===== src/rtl/clock_bcd_scanner_pkg.sv =====
// Shared definitions for the desk-clock display scanner: field indices, converter
// timing and the small helpers used for 12 h mapping and double-dabble adjustment.
package clock_pkg;

    typedef enum logic [1:0] {
        FIELD_HOURS = 2'd0,
        FIELD_MIN   = 2'd1,
        FIELD_SEC   = 2'd2
    } field_e;

    localparam int CONV_CYCLES = 7;
    localparam int BIN_W       = 7;

    typedef logic [3:0] bcd_t;

    function automatic logic [BIN_W-1:0] map_hours(input logic [4:0] hours, input logic mode_12h);
        logic [4:0] h;
        h = hours;
        if (mode_12h) begin
            if (hours == 5'd0) begin
                h = 5'd12;
            end else if (hours > 5'd12) begin
                h = hours - 5'd12;
            end
        end
        return {2'b00, h};
    endfunction

    function automatic bcd_t bcd_adj(input bcd_t n);
        return (n >= 4'd5) ? n + 4'd3 : n;
    endfunction

endpackage


===== src/rtl/clock_bcd_scanner_if.sv =====
// Display-scanner bus: time/enable inputs from the clock counters, digit outputs
// towards the 7-segment encoder.
interface clock_bcd_scanner_if
    import clock_pkg::*;
#(
    parameter int NUM_DIGITS = 6
) ();

    logic                  i_ena;
    logic                  i_mode_12h;
    logic [4:0]            i_hours;
    logic [5:0]            i_minutes;
    logic [5:0]            i_seconds;
    logic [NUM_DIGITS-1:0] i_dp;
    logic [NUM_DIGITS-1:0] o_digit_sel;
    bcd_t                  o_bcd;
    logic                  o_dp;
    logic                  o_blank;
    logic                  o_pm;
    logic                  o_frame_start;

    modport master (
        output i_ena, i_mode_12h, i_hours, i_minutes, i_seconds, i_dp,
        input  o_digit_sel, o_bcd, o_dp, o_blank, o_pm, o_frame_start
    );

    modport slave (
        input  i_ena, i_mode_12h, i_hours, i_minutes, i_seconds, i_dp,
        output o_digit_sel, o_bcd, o_dp, o_blank, o_pm, o_frame_start
    );

endinterface


===== src/rtl/clock_bcd_scanner_bin_to_bcd.sv =====
// Serial double-dabble: 7-bit binary to two BCD nibbles. The MSB is shifted in at
// load (it can never need an add-3), leaving six adjust/shift iterations.
module bin_to_bcd_serial
    import clock_pkg::*;
(
    input  logic             i_clk,
    input  logic             i_reset_n,
    input  logic             i_en,
    input  logic             i_start,
    input  logic [BIN_W-1:0] i_bin,
    output bcd_t             o_tens,
    output bcd_t             o_ones,
    output logic             o_done
);

    localparam logic [2:0] ITERS = 3'(CONV_CYCLES - 1);

    bcd_t       tens_q, tens_d;
    bcd_t       ones_q, ones_d;
    logic [5:0] sr_q, sr_d;
    logic [2:0] iter_q, iter_d;
    logic       loaded_q, loaded_d;

    always_comb begin
        tens_d   = tens_q;
        ones_d   = ones_q;
        sr_d     = sr_q;
        iter_d   = iter_q;
        loaded_d = loaded_q;
        if (i_en) begin
            if (i_start) begin
                tens_d   = 4'd0;
                ones_d   = {3'b000, i_bin[6]};
                sr_d     = i_bin[5:0];
                iter_d   = ITERS;
                loaded_d = 1'b1;
            end else if (iter_q != 3'd0) begin
                {tens_d, ones_d, sr_d} = {bcd_adj(tens_q), bcd_adj(ones_q), sr_q} << 1;
                iter_d = iter_q - 3'd1;
            end
        end
    end

    always_ff @(posedge i_clk or negedge i_reset_n) begin
        if (!i_reset_n) begin
            tens_q   <= 4'd0;
            ones_q   <= 4'd0;
            sr_q     <= 6'd0;
            iter_q   <= 3'd0;
            loaded_q <= 1'b0;
        end else begin
            tens_q   <= tens_d;
            ones_q   <= ones_d;
            sr_q     <= sr_d;
            iter_q   <= iter_d;
            loaded_q <= loaded_d;
        end
    end

    assign o_tens = tens_q;
    assign o_ones = ones_q;
    assign o_done = loaded_q && (iter_q == 3'd0);

endmodule


===== src/rtl/clock_bcd_scanner.sv =====
// Time-multiplexed BCD digit scanner: per-frame snapshot, per-slot reconversion,
// dead time at slot entry. Every output is a register reflecting the last clock edge.
module clock_bcd_scanner
    import clock_pkg::*;
#(
    parameter int NUM_DIGITS    = 6,
    parameter int SCAN_CYCLES   = 1000,
    parameter int BLANK_LEADING = 1
) (
    input  logic               i_clk,
    input  logic               i_reset_n,
    clock_bcd_scanner_if.slave bus
);

    localparam logic [15:0] P_LAST = 16'(SCAN_CYCLES - 1);
    localparam logic [15:0] P_SHOW = 16'(CONV_CYCLES);
    localparam logic [2:0]  K_LAST = 3'(NUM_DIGITS - 1);

    logic [15:0]           p_q, p_d;
    logic [2:0]            k_q, k_d;
    logic [4:0]            hours_q;
    logic [5:0]            minutes_q, seconds_q;
    logic                  mode_q;
    logic                  pm_q, frame_q, dp_slot_q, dp_q, blank_q;
    logic [NUM_DIGITS-1:0] sel_q, sel_d;
    bcd_t                  bcd_q;

    logic                  load, snap, show, dp_pick;
    logic [4:0]            hours_src;
    logic                  mode_src;
    logic [BIN_W-1:0]      conv_bin;
    bcd_t                  conv_tens, conv_ones;
    logic                  conv_done;

    always_comb begin
        p_d = p_q;
        k_d = k_q;
        if (bus.i_ena) begin
            if (p_q == P_LAST) begin
                p_d = 16'd0;
                k_d = (k_q == K_LAST) ? 3'd0 : k_q + 3'd1;
            end else begin
                p_d = p_q + 16'd1;
            end
        end
    end

    assign load = bus.i_ena && (p_q == 16'd0);
    assign snap = load && (k_q == 3'd0);
    assign show = bus.i_ena && (p_q == P_SHOW) && conv_done;

    // Slot 0 converts the inputs being snapshotted on this very edge.
    assign hours_src = snap ? bus.i_hours    : hours_q;
    assign mode_src  = snap ? bus.i_mode_12h : mode_q;

    always_comb begin
        conv_bin = {1'b0, seconds_q};
        if (k_q[2:1] == 2'(FIELD_HOURS)) begin
            conv_bin = map_hours(hours_src, mode_src);
        end else if (k_q[2:1] == 2'(FIELD_MIN)) begin
            conv_bin = {1'b0, minutes_q};
        end
    end

    always_comb begin
        sel_d   = '0;
        dp_pick = 1'b0;
        for (int i = 0; i < NUM_DIGITS; i++) begin
            if (k_q == 3'(i)) begin
                sel_d[i] = bus.i_ena && (p_q >= P_SHOW);
                dp_pick  = bus.i_dp[i];
            end
        end
    end

    bin_to_bcd_serial u_conv (
        .i_clk     (i_clk),
        .i_reset_n (i_reset_n),
        .i_en      (bus.i_ena),
        .i_start   (load),
        .i_bin     (conv_bin),
        .o_tens    (conv_tens),
        .o_ones    (conv_ones),
        .o_done    (conv_done)
    );

    always_ff @(posedge i_clk or negedge i_reset_n) begin
        if (!i_reset_n) begin
            p_q       <= 16'd0;
            k_q       <= 3'd0;
            hours_q   <= 5'd0;
            minutes_q <= 6'd0;
            seconds_q <= 6'd0;
            mode_q    <= 1'b0;
            pm_q      <= 1'b0;
            frame_q   <= 1'b0;
            dp_slot_q <= 1'b0;
            sel_q     <= '0;
            bcd_q     <= 4'd0;
            dp_q      <= 1'b0;
            blank_q   <= 1'b0;
        end else begin
            p_q     <= p_d;
            k_q     <= k_d;
            frame_q <= snap;
            sel_q   <= sel_d;
            if (snap) begin
                hours_q   <= bus.i_hours;
                minutes_q <= bus.i_minutes;
                seconds_q <= bus.i_seconds;
                mode_q    <= bus.i_mode_12h;
                pm_q      <= (bus.i_hours >= 5'd12);
            end
            if (load) begin
                dp_slot_q <= dp_pick;
            end
            if (show) begin
                bcd_q   <= k_q[0] ? conv_ones : conv_tens;
                dp_q    <= dp_slot_q;
                blank_q <= (BLANK_LEADING != 0) && (k_q == 3'd0) && (conv_tens == 4'd0);
            end
        end
    end

    assign bus.o_digit_sel   = sel_q;
    assign bus.o_bcd         = bcd_q;
    assign bus.o_dp          = dp_q;
    assign bus.o_blank       = blank_q;
    assign bus.o_pm          = pm_q;
    assign bus.o_frame_start = frame_q;

endmodule


===== src/flat_wrapper.sv =====
// flat-port wrapper written by rule: the top's interface ports become plain ports
module clock_bcd_scanner_flat import clock_pkg::*;
#(
    parameter int NUM_DIGITS    = 6,
    parameter int SCAN_CYCLES   = 1000,
    parameter int BLANK_LEADING = 1
)
  (i_clk, i_reset_n, bus_i_ena, bus_i_mode_12h, bus_i_hours, bus_i_minutes, bus_i_seconds, bus_i_dp, bus_o_digit_sel, bus_o_bcd, bus_o_dp, bus_o_blank, bus_o_pm, bus_o_frame_start);
  clock_bcd_scanner_if #(.NUM_DIGITS(NUM_DIGITS)) bus_i ();
  input  logic i_clk;
  input  logic i_reset_n;
  input wire logic [$bits(bus_i.i_ena)-1:0] bus_i_ena;
  input wire logic [$bits(bus_i.i_mode_12h)-1:0] bus_i_mode_12h;
  input wire logic [$bits(bus_i.i_hours)-1:0] bus_i_hours;
  input wire logic [$bits(bus_i.i_minutes)-1:0] bus_i_minutes;
  input wire logic [$bits(bus_i.i_seconds)-1:0] bus_i_seconds;
  input wire logic [$bits(bus_i.i_dp)-1:0] bus_i_dp;
  output wire logic [$bits(bus_i.o_digit_sel)-1:0] bus_o_digit_sel;
  output wire logic [$bits(bus_i.o_bcd)-1:0] bus_o_bcd;
  output wire logic [$bits(bus_i.o_dp)-1:0] bus_o_dp;
  output wire logic [$bits(bus_i.o_blank)-1:0] bus_o_blank;
  output wire logic [$bits(bus_i.o_pm)-1:0] bus_o_pm;
  output wire logic [$bits(bus_i.o_frame_start)-1:0] bus_o_frame_start;
  assign bus_i.i_ena = bus_i_ena;
  assign bus_i.i_mode_12h = bus_i_mode_12h;
  assign bus_i.i_hours = bus_i_hours;
  assign bus_i.i_minutes = bus_i_minutes;
  assign bus_i.i_seconds = bus_i_seconds;
  assign bus_i.i_dp = bus_i_dp;
  assign bus_o_digit_sel = bus_i.o_digit_sel;
  assign bus_o_bcd = bus_i.o_bcd;
  assign bus_o_dp = bus_i.o_dp;
  assign bus_o_blank = bus_i.o_blank;
  assign bus_o_pm = bus_i.o_pm;
  assign bus_o_frame_start = bus_i.o_frame_start;
  clock_bcd_scanner #(.NUM_DIGITS(NUM_DIGITS), .SCAN_CYCLES(SCAN_CYCLES), .BLANK_LEADING(BLANK_LEADING)) u_core (.i_clk(i_clk), .i_reset_n(i_reset_n), .bus(bus_i));
endmodule

===== config.mk =====
export PLATFORM = sky130hd
export DESIGN_NAME = clock_bcd_scanner_flat
export DESIGN_NICKNAME = d
export VERILOG_FILES = /design/src/rtl/clock_bcd_scanner_pkg.sv /design/src/rtl/clock_bcd_scanner_if.sv /design/src/rtl/clock_bcd_scanner_bin_to_bcd.sv /design/src/rtl/clock_bcd_scanner.sv /design/src/flat_wrapper.sv
export SDC_FILE = /design/constraint.sdc
export NUM_CORES = 1
export LEC_CHECK = 0
export CELL_PAD_IN_SITES_DETAIL_PLACEMENT = 0
export CELL_PAD_IN_SITES_GLOBAL_PLACEMENT = 1
export CORE_MARGIN = 2
export CORE_UTILIZATION = 48
export CTS_BUF_LIST = sky130_fd_sc_hd__clkbuf_4 sky130_fd_sc_hd__clkbuf_8 sky130_fd_sc_hd__clkbuf_16
export DETAILED_ROUTE_END_ITERATION = 6
export PLACE_DENSITY_LB_ADDON = 0.1
export REMOVE_ABC_BUFFERS = 1
export SYNTH_ARGS = -nofsm -noshare
export SYNTH_HDL_FRONTEND = slang
export SYNTH_HIERARCHICAL = 1
export SYNTH_SLANG_ARGS = --single-unit

===== constraint.sdc =====
create_clock -name i_clk -period 4.3 [get_ports i_clk]
set_input_delay 0.43 -clock i_clk [delete_from_list [all_inputs] [get_ports i_clk]]
set_output_delay 0.43 -clock i_clk [all_outputs]
set_load 0.005 [all_outputs]

* Word level (Yosys, flattened, before mapping) *
Cells that the tools add are included.

word-level totals
  flip-flop bits (word level) = 70
  bits in latches = 0
  bits in writable memories = 0
  memory bits (read-only) = 0
  bits of input ports = 27
  memories = 0

cells by class
  add/subtract/negate cells = 6
  multiply operators = 0
  div/mod/pow operators = 0
  order comparisons = 5
  equality and inequality tests = 8
  shift-type cells = 0
  multiplexer cells = 32
  bitwise operators = 0
  reductions and logical operators = 18

operators with widths
  kind                                                                count
  two-way mux 4 bit                                                   6
  two-way mux 5 bit                                                   4
  two-way mux 6 bit                                                   3
  adder 16 x 1 -> 16 bit, second input constant                       1
  equality test 16 x 10 -> 1 bit, second input constant               1
  equality test 16 x 3 -> 1 bit, second input constant                1
  greater-or-equal comparator 16 x 3 -> 1 bit, second input constant  1
  zero test 16 bit                                                    1
  two-way mux 16 bit                                                  1
  two-way mux 1 bit                                                   13
  two-way mux 3 bit                                                   4
  greater-or-equal comparator 4 x 3 -> 1 bit, second input constant   2
  logical AND 1 bit                                                   7
  two-way mux 7 bit                                                   1
  equality test 3 x 2 -> 1 bit, second input constant                 2
  equality test 3 bit, second input constant                          2
  zero test 3 bit                                                     2
  AND reduction 2 bit                                                 3
  greater-or-equal comparator 5 x 4 -> 1 bit, second input constant   1
  > comparator 5 x 4 -> 1 bit, second input constant                  1
  zero test 5 bit                                                     1
  subtractor 5 x 4 -> 5 bit, second input constant                    1
  adder 4 x 2 -> 4 bit, second input constant                         1
  zero test 4 bit                                                     1
  8 further kinds                                                     8

* Depth between registers and ports, before layout *
Gate-level depths: netlist (run 1).

  depth after elaboration = 10
  depth in mapped cells = 16
  mapped depth without buffers = 15

* Cells and area by module *
Netlist (run 1), hierarchy kept.

modules (own cells, without submodules)
  module             times used  cells an instance  area each (um2)
  clock_bcd_scanner  1           249                2610.0
  bin_to_bcd_serial  1           94                 1018.5

* Least setup slack after synthesis (run 1) *
OpenSTA, ideal clock, no wires.

  path type = register to register
  start point = register u_core.p_q[0]
  end point = register u_core.u_conv.sr_q[2]
  setup time = 0.121 ns
  arrival = 2.554 ns
  required time = 4.179 ns
  slack = 1.625 ns
  cell stages (with the launch flop) = 16
  period minus slack after synthesis = 2.675 ns
  path through = dfrtp_1 inv_1 ha_1 nor4bb_1 nand4_1 or2_1 buf_6 mux2i_4 inv_2 ha_1 o2bb2ai_1 o21ai_1 a31oi_1 o221a_1 mux2i_1 o21ai_1

between the ends
  longest elaborated chain between the ends = 10
  elaborated cells between the ends (all ways) = 15
  those cells by class = add/sub: 1; order compare: 1; mux: 7; reduce/logical: 6

RTL lines
  item                                                                             RTL line                                                  text
  start: declaration                                                               clock_bcd_scanner.sv:19                                   logic [15:0] p_q, p_d;
  start signal: assignment                                                         clock_bcd_scanner.sv:103                                  p_q <= p_d;
  zero test 16 bit *                                                               clock_bcd_scanner.sv:48                                   assign load = bus.i_ena && (p_q == 16'd0);
  logical AND 1 bit *                                                              clock_bcd_scanner.sv:48
  logical AND 1 bit *                                                              clock_bcd_scanner.sv:49                                   assign snap = load && (k_q == 3'd0);
  two-way mux 5 bit *                                                              -
  named net u_core.hours_src[2]                                                    clock_bcd_scanner.sv:29                                   logic [4:0] hours_src;
  subtractor 5 x 4 -> 5 bit / > comparator 5 x 4 -> 1 bit (equally long branches)  clock_bcd_scanner_pkg.sv:23, clock_bcd_scanner_pkg.sv:22
  two-way mux 5 bit                                                                clock_bcd_scanner_pkg.sv:22                               end else if (hours > 5'd12) begin
  two-way mux 5 bit                                                                clock_bcd_scanner_pkg.sv:20                               if (hours == 5'd0) begin
  two-way mux 5 bit *                                                              clock_bcd_scanner_pkg.sv:19                               if (mode_12h) begin
  two-way mux 7 bit *                                                              clock_bcd_scanner.sv:58                                   if (k_q[2:1] == 2'(FIELD_HOURS)) begin
  named net u_core.conv_bin[2]                                                     clock_bcd_scanner.sv:31                                   logic [BIN_W-1:0] conv_bin;
  two-way mux 6 bit *                                                              clock_bcd_scanner_bin_to_bcd.sv:31                        if (i_start) begin
  end signal: assignment                                                           clock_bcd_scanner_bin_to_bcd.sv:54                        sr_q <= sr_d;
  end: declaration                                                                 clock_bcd_scanner_bin_to_bcd.sv:20                        logic [5:0] sr_q, sr_d;

The timed path passes the listed nets; every way through them passes the cells marked *.
A chain may end at the register's enable or synchronous reset.

* Worst setup path in the final report (run 1) *
  start point = input port bus_i_ena
  end point = register u_core.u_conv.sr_q[2]

between the ends
  longest elaborated chain between the ends = 9
  elaborated cells between the ends (all ways) = 14
  those cells by class = add/sub: 1; order compare: 1; mux: 7; reduce/logical: 5

RTL lines
  item                                                                             RTL line                                                  text
  start: declaration                                                               flat_wrapper.sv:12                                        input wire logic [$bits(bus_i.i_ena)-1:0] bus_i_ena;
  logical AND 1 bit *                                                              clock_bcd_scanner.sv:48
  logical AND 1 bit *                                                              clock_bcd_scanner.sv:49
  two-way mux 5 bit *                                                              -
  named net u_core.hours_src[2]                                                    clock_bcd_scanner.sv:29
  subtractor 5 x 4 -> 5 bit / > comparator 5 x 4 -> 1 bit (equally long branches)  clock_bcd_scanner_pkg.sv:23, clock_bcd_scanner_pkg.sv:22
  two-way mux 5 bit                                                                clock_bcd_scanner_pkg.sv:22
  two-way mux 5 bit                                                                clock_bcd_scanner_pkg.sv:20
  two-way mux 5 bit *                                                              clock_bcd_scanner_pkg.sv:19
  two-way mux 7 bit *                                                              clock_bcd_scanner.sv:58
  named net u_core.conv_bin[2]                                                     clock_bcd_scanner.sv:31
  two-way mux 6 bit *                                                              clock_bcd_scanner_bin_to_bcd.sv:31

Marked as above.

==> results.yml, run 1 <==
run_status:
  status: "finished, final reports clean"
cells_and_area:
  final_nets: 423
  mostFrequentLayoutCell: "dfrtp_1"
  syn_to_final_growth_pct: 19.07
  nFillCells: 669
  diodes: 0
  drive_gt1_frac: 0.1487
  postLayoutCellArea_mm2: 0.004320
  layout_common_cells: "dfrtp_1, clkdlybuf4s50_1, nand2_1"
yosys:
  synth_edf_count: 0
  avgSynthCellArea_um2: 10.58
  yosysWarnings: 6
  ys_seq_area_frac: 0.4828
  synth_area_leaders: "dfrtp_1, mux2i_1, mux2_2, nand2_1, ha_1"
  synth_top_area_share: 0.4828
  yosys.area.top_type: "dfrtp_1"
  synth_top_flop_cell: "dfrtp_1"
  ys_types: 57
  synth.cell_area_mm2: 0.003628
  syn_inst: 343
  ys_seq_elements: 70
  synthArstFlopShare: 1.000
route:
  drt-initial-drc-count: 71
  drc: 0
  viasPerCell: 5.327
  ant_nets: 0
  vias: 2605
  firstDrtPassIters: 4
  routed_wl_um: 7482
  avgRoutedWirePerCell_um: 15.30
setup_path:
  worstPathArrival_ps: 3510
  end_kind: "flop"
  required_ps: 4570
  worstSetupStartpointType: "input pin"
  crit_fanout: 9
  slowest_stage: "clkdlybuf4s50_1"
  critPathMostFrequentCell: "o21ai_1"
  crit_chain: "clkdlybuf4s50_1, nor4bb_1, nand4_1, or2_1, mux2i_4, inv_2, ha_1, nand2_1, o2bb2ai_1, o21ai_1, a31oi_1, o221a_1, mux2i_1, o21ai_1"
  worst-setup-path-type: "in2reg"
  critPathMaxStageDelay_ps: 530
global_route:
  grt_pass1_vias: 2525
  grt_antenna_before_repair: 0
  grt_pass1_wl_um: 12680
  grt-ovfl-total: 0
  grt_usage: 0.1919
  grt_max_degree: 40
place:
  portBuffers: 40
  hpwl_um: 5514
  gp_congestion: 0.8470
  dpl_cell_area_mm2: 0.004074
timing:
  finalClockSkew_ps: 15.03
  tns_ps: 0
  final.min_clock_period_ps: 3243
  fmax_mhz: 308.3
  setup-violations-final: 0
  fin_crit_sh: 0.7543
  final_hold_viol_count: 0
  max-slew-margin-rel: 0.5085
  max_slew.worst_pin.slew_ps: 737.3
  rsz0062_at_grt: "false"
  maxSlewViolCount: 0
floorplan:
  placementRows: 31
  die_w_um: 90.95
  die_y_um: 90.95
  ios: 41
  fp.dieArea_mm2: 0.008271
  start_util: 0.4976
  core_area_mm2: 0.007292
power_and_ir_drop:
  power.leakage_nw: 1.954
  vdd_ir_drop_max_mv: 0.2735
  cellPowerDensity_mw_per_mm2: 471.9
clock_tree:
  postCtsHoldBufs: 0
  max-clock-path-buffers: 2
  post_cts_buffers: 0
  cts_root_buf: "clkbuf_8"
  ctsResizeCount: 0
  clk_pin_slew_ps: 80
  cts_sinks: 70
  numCtsBuffers: 9
  cts_tree: "done"
  cts_max_level: 3
  clk-insertion-delay-late_ps: 340
hold_path:
  worst_hold_path_type: "in2async"
job:
  maxCapViolations: 0
==> area by class of cell <==
| cell class | count | area [um^2] | share of cell area |
|---|---|---|---|
| multi-input cells | 240 | 1698 | 0.3930 |
| well taps | 99 | 123.9 | 0.02867 |
| inverters | 20 | 75.07 | 0.01738 |
| clock buffers | 9 | 123.9 | 0.02867 |
| flip-flops and latches | 70 | 1752 | 0.4054 |
| repair buffers | 44 | 425.4 | 0.09847 |
| clock inverters | 7 | 122.6 | 0.02838 |
==> critical path, delay by kind of cell <==
family | cells | cell delay (ps)
fa+ha+maj | 1 | 190
compound gates | 5 | 780
buf+inv | 2 | 650
simple gates | 4 | 1090
mux | 2 | 370
==> final timing paths <==
| kind | endpoint | startpoint | slack, ps | cells after the start |
|---|---|---|---|---|
| min in group i_clk | u_core/u_conv/loaded_q | u_core/u_conv/loaded_q | 450 | 2 |
| max in group asynchronous | u_core/minutes_q[1] | i_reset_n | 3190 | 2 |
| min reg2reg | u_core/u_conv/loaded_q | u_core/u_conv/loaded_q | 450 | 2 |
| max | u_core/u_conv/sr_q[2] | bus_i_ena | 1060 | 14 |
| max reg2reg | u_core/u_conv/sr_q[2] | u_core/p_q[0] | 1090 | 15 |
| min | u_core/p_q[14] | i_reset_n | 140 | 1 |
==> report_power, final <==
group | internal (mW) | switching [mW]
Combinational | 0.253 | 0.266
Clock | 0.387 | 0.259
Sequential | 0.764 | 0.109
==> cell families (layout without fill, tap and decap cells) <==
kind of cell	count (synthesis)	count (layout)	synth area share
xor gates and xnor gates	17	17	0.04103
other	1	1	0.001033
DFF	70	70	0.4828
and+or+nand+nor	114	114	0.1593
buffers and inverters	33	80	0.04931
AOI/OAI and AO/OA	64	64	0.1224
adders and majority gates	11	11	0.03793
muxes	33	33	0.1062
==> synthesized netlist by cell type, types with 2 or more instances <==
library cell  number
a21oi_1           12
inv_2              5
and3_1             5
o21ai_1            7
nor2_1            26
xor2_1             6
nand4_1            4
nand2_1           39
mux2_2            14
dfrtp_1           70
o21ai_0           12
nand3_1            9
a32o_1             2
mux2i_1           16
a21o_1             2
o31ai_2            2
o22ai_1            7
nand3b_1           2
nand2b_1           2
ha_1              11
a21oi_2            3
o2bb2ai_1          2
buf_6              5
clkbuf_1           4
or4_1              2
buf_2              2
nor3_1             5
mux2i_4            3
or3_1              3
nor4_1             5
a31oi_1            3
a22o_1             3
xnor2_1           11
inv_1             15
and2_1             2
==> layer usage <==
layer	vias to the layer above	share of wire	GRT usage	wire length, um
li1	1287	-	-	-
met1	1268	0.48	0.2708	3587
met2	48	0.47	0.2963	3516
met3	2	0.045	0.05394	340
met4	0	0.0051	0.04167	38
met5	-	0	0	0
==> registers in the layout, summed over array words and instances, names as in the netlist <==
signal,cells
u_core/bus.o_digit_sel,6
u_core/bus.o_dp,1
u_core/u_conv/o_ones,4
u_core/p_q,16
u_core/u_conv/o_tens,4
u_core/seconds_q,6
u_core/bus.o_pm,1
u_core/u_conv/sr_q,6
u_core/bus.o_bcd,4
u_core/u_conv/loaded_q,1
u_core/u_conv/iter_q,3
u_core/k_q,3
u_core/bus.o_blank,1
u_core/hours_q,5
u_core/dp_slot_q,1
u_core/minutes_q,6
u_core/bus.o_frame_start,1
u_core/mode_q,1
==> through the flow <==
step,utilization,worst slack (ps),hold slack [ps],instances,total power [mW]
floorplan,-,1471,134.4,330,1.235
global placement,0.5587,764.2,426.4,473,1.394
detailed placement,0.5587,693.2,431.5,473,1.409
CTS,0.5925,1050,159.5,489,2.058
global route,0.5925,704.9,189.7,489,2.165
finish,0.5925,1057,144.9,489,2.039
Power figures use the tool's default switching activity.
==> run 2: changes to the inputs <==
Settings changed: CORE_UTILIZATION 48 to 44.
Clock period 4.3 ns to 3.3 ns, I/O delays scaled along.
==> results.yml, run 2 (same netlist as run 1, synthesis figures left out) <==
timing:
  maxSlewViolCount: 0
  rsz0062_at_grt: "false"
  fin_crit_sh: 0.9393
  fmax_mhz: 322.6
  final_hold_viol_count: 0
  final.min_clock_period_ps: 3100
  finalClockSkew_ps: 11.32
  tns_ps: 0
  max_slew.worst_pin.slew_ps: 783.1
  holdWs_ps: 72.28
  setup-violations-final: 0
  max-slew-margin-rel: 0.4779
cells_and_area:
  nFillCells: 776
  layout_common_cells: "dfrtp_1, clkdlybuf4s50_1, nand2_1"
  final_nets: 428
  mostFrequentLayoutCell: "dfrtp_1"
  drive_gt1_frac: 0.1574
  largest_register: "u_core/p_q"
  syn_to_final_growth_pct: 20.34
  diodes: 0
  largest_reg_flops: 16
power_and_ir_drop:
  internal-power_mw: 1.828
  switching_share: 0.3104
  seqPwrFrac: 0.431
  comb_power_share: 0.261
  cellPowerDensity_mw_per_mm2: 606.9
  vdd_ir_drop_max_mv: 0.3656
  p_sw_mw: 0.8227
  power.leakage_nw: 1.980
  clkPwrFrac: 0.308
floorplan:
  core_area_mm2: 0.008093
  die_y_um: 94.81
  ios: 41
  start_util: 0.4484
  placementRows: 33
  die_w_um: 94.81
  fp.dieArea_mm2: 0.008989
job:
  maxCapViolations: 0
setup_path:
  crit_fanout: 6
  timing.rr.start: "u_core/p_q[14]"
  worstSetupStartpointType: "flop"
  crit_path_start: "u_core/p_q[14]"
  worstPathArrival_ps: 3370
  end_kind: "flop"
  required_ps: 3570
  worst-setup-path-type: "reg2reg"
global_route:
  grt_usage: 0.1895
  grt_pass1_vias: 2641
  grt-ovfl-total: 0
  grt_pass1_wl_um: 13030
  grt_antenna_before_repair: 0
  grt_max_degree: 38
clock_tree:
  post_cts_buffers: 0
  cts_max_level: 3
  postCtsHoldBufs: 0
  cts_tree: "done"
  clk_pin_slew_ps: 80
  numCtsBuffers: 9
  max-clock-path-buffers: 2
  ctsResizeCount: 0
  cts_sinks: 70
  cts_root_buf: "clkbuf_8"
  clk-insertion-delay-late_ps: 340
route:
  viasPerCell: 5.309
  ant_nets: 0
  drc: 0
  routed_wl_um: 7923
  drt-initial-drc-count: 123
  vias: 2649
  avgRoutedWirePerCell_um: 15.88
  firstDrtPassIters: 4
place:
  portBuffers: 40
  gp_congestion: 0.7914
  hpwl_um: 5762
run_status:
  status: "finished, final reports clean"
hold_path:
  worst_hold_path_type: "in2async"
## run 2: worst max-delay path, cell delays in order (launching register included)
cell and delay [ps]:
dfrtp_1 410, nor4_1 510, nand4_1 180, or2_1 370, mux2i_4 250, inv_2 100, ha_1 200, nand2_1 70
o2bb2ai_1 230, o21ai_1 100, a31oi_1 200, o221a_1 220, mux2i_1 70, o21ai_1 110
## run 2: metrics by stage
step	area, um^2	total power [mW]	cells	util	setup WS [ps]
after CTS	4367	2.687	499	0.5396	232.1
final	4367	2.650	499	0.5396	200.4
after floorplan	3525	1.609	330	-	470.8
after global routing	4367	2.830	499	0.5396	2.408
after detailed placement	4131	1.852	484	0.5105	110.1
after global placement	4131	1.832	484	0.5105	180.1
## run 2: area by class of cell
type                            instances  area [um^2]  area share
Inverter                               20        75.07     0.01719
Timing Repair Buffer                   49        475.5      0.1089
Tap cell                              105        131.4     0.03009
Sequential cell                        70         1752      0.4011
Clock inverter                          6        111.4     0.02550
Clock buffer                            9        123.9     0.02837
Multi-Input combinational cell        240         1698      0.3888
## run 2: per-layer routing
metal  up-vias  global-route usage  part of all wire
li1       1298                   -                 -
met1      1305              0.2559              0.48
met2        44              0.3067              0.48
met5         -                   0                 0
met4         0             0.06884            0.0035
met3         2             0.03272             0.035
## run 2: final timing paths
kind	to	slack, ps	cells past startpoint
worst min-delay path	u_core/p_q[7]	70	1
worst max-delay path	u_core/u_conv/sr_q[2]	200	13
worst max register to register	u_core/u_conv/sr_q[2]	200	13
worst min register to register	u_core/u_conv/loaded_q	460	2
min in group i_clk	u_core/u_conv/loaded_q	460	2
max in group asynchronous	u_core/u_conv/sr_q[0]	2570	2
## run 2: power by group through the flow
stage               clock (mW)  sequential [mW]  combinational, mW
floorplan                    0             1.12              0.492
global placement             0             1.15              0.679
detailed placement           0             1.16              0.694
CTS                      0.845             1.14              0.699
global route             0.883             1.17              0.778
finish                   0.817             1.14              0.691
==> run 3: changes to the inputs <==
Settings changed: SKIP_CTS_REPAIR_TIMING set to 1.
==> results of run 3 <==
Same layout as run 2: the final DEF is identical, and so are final timing and power.
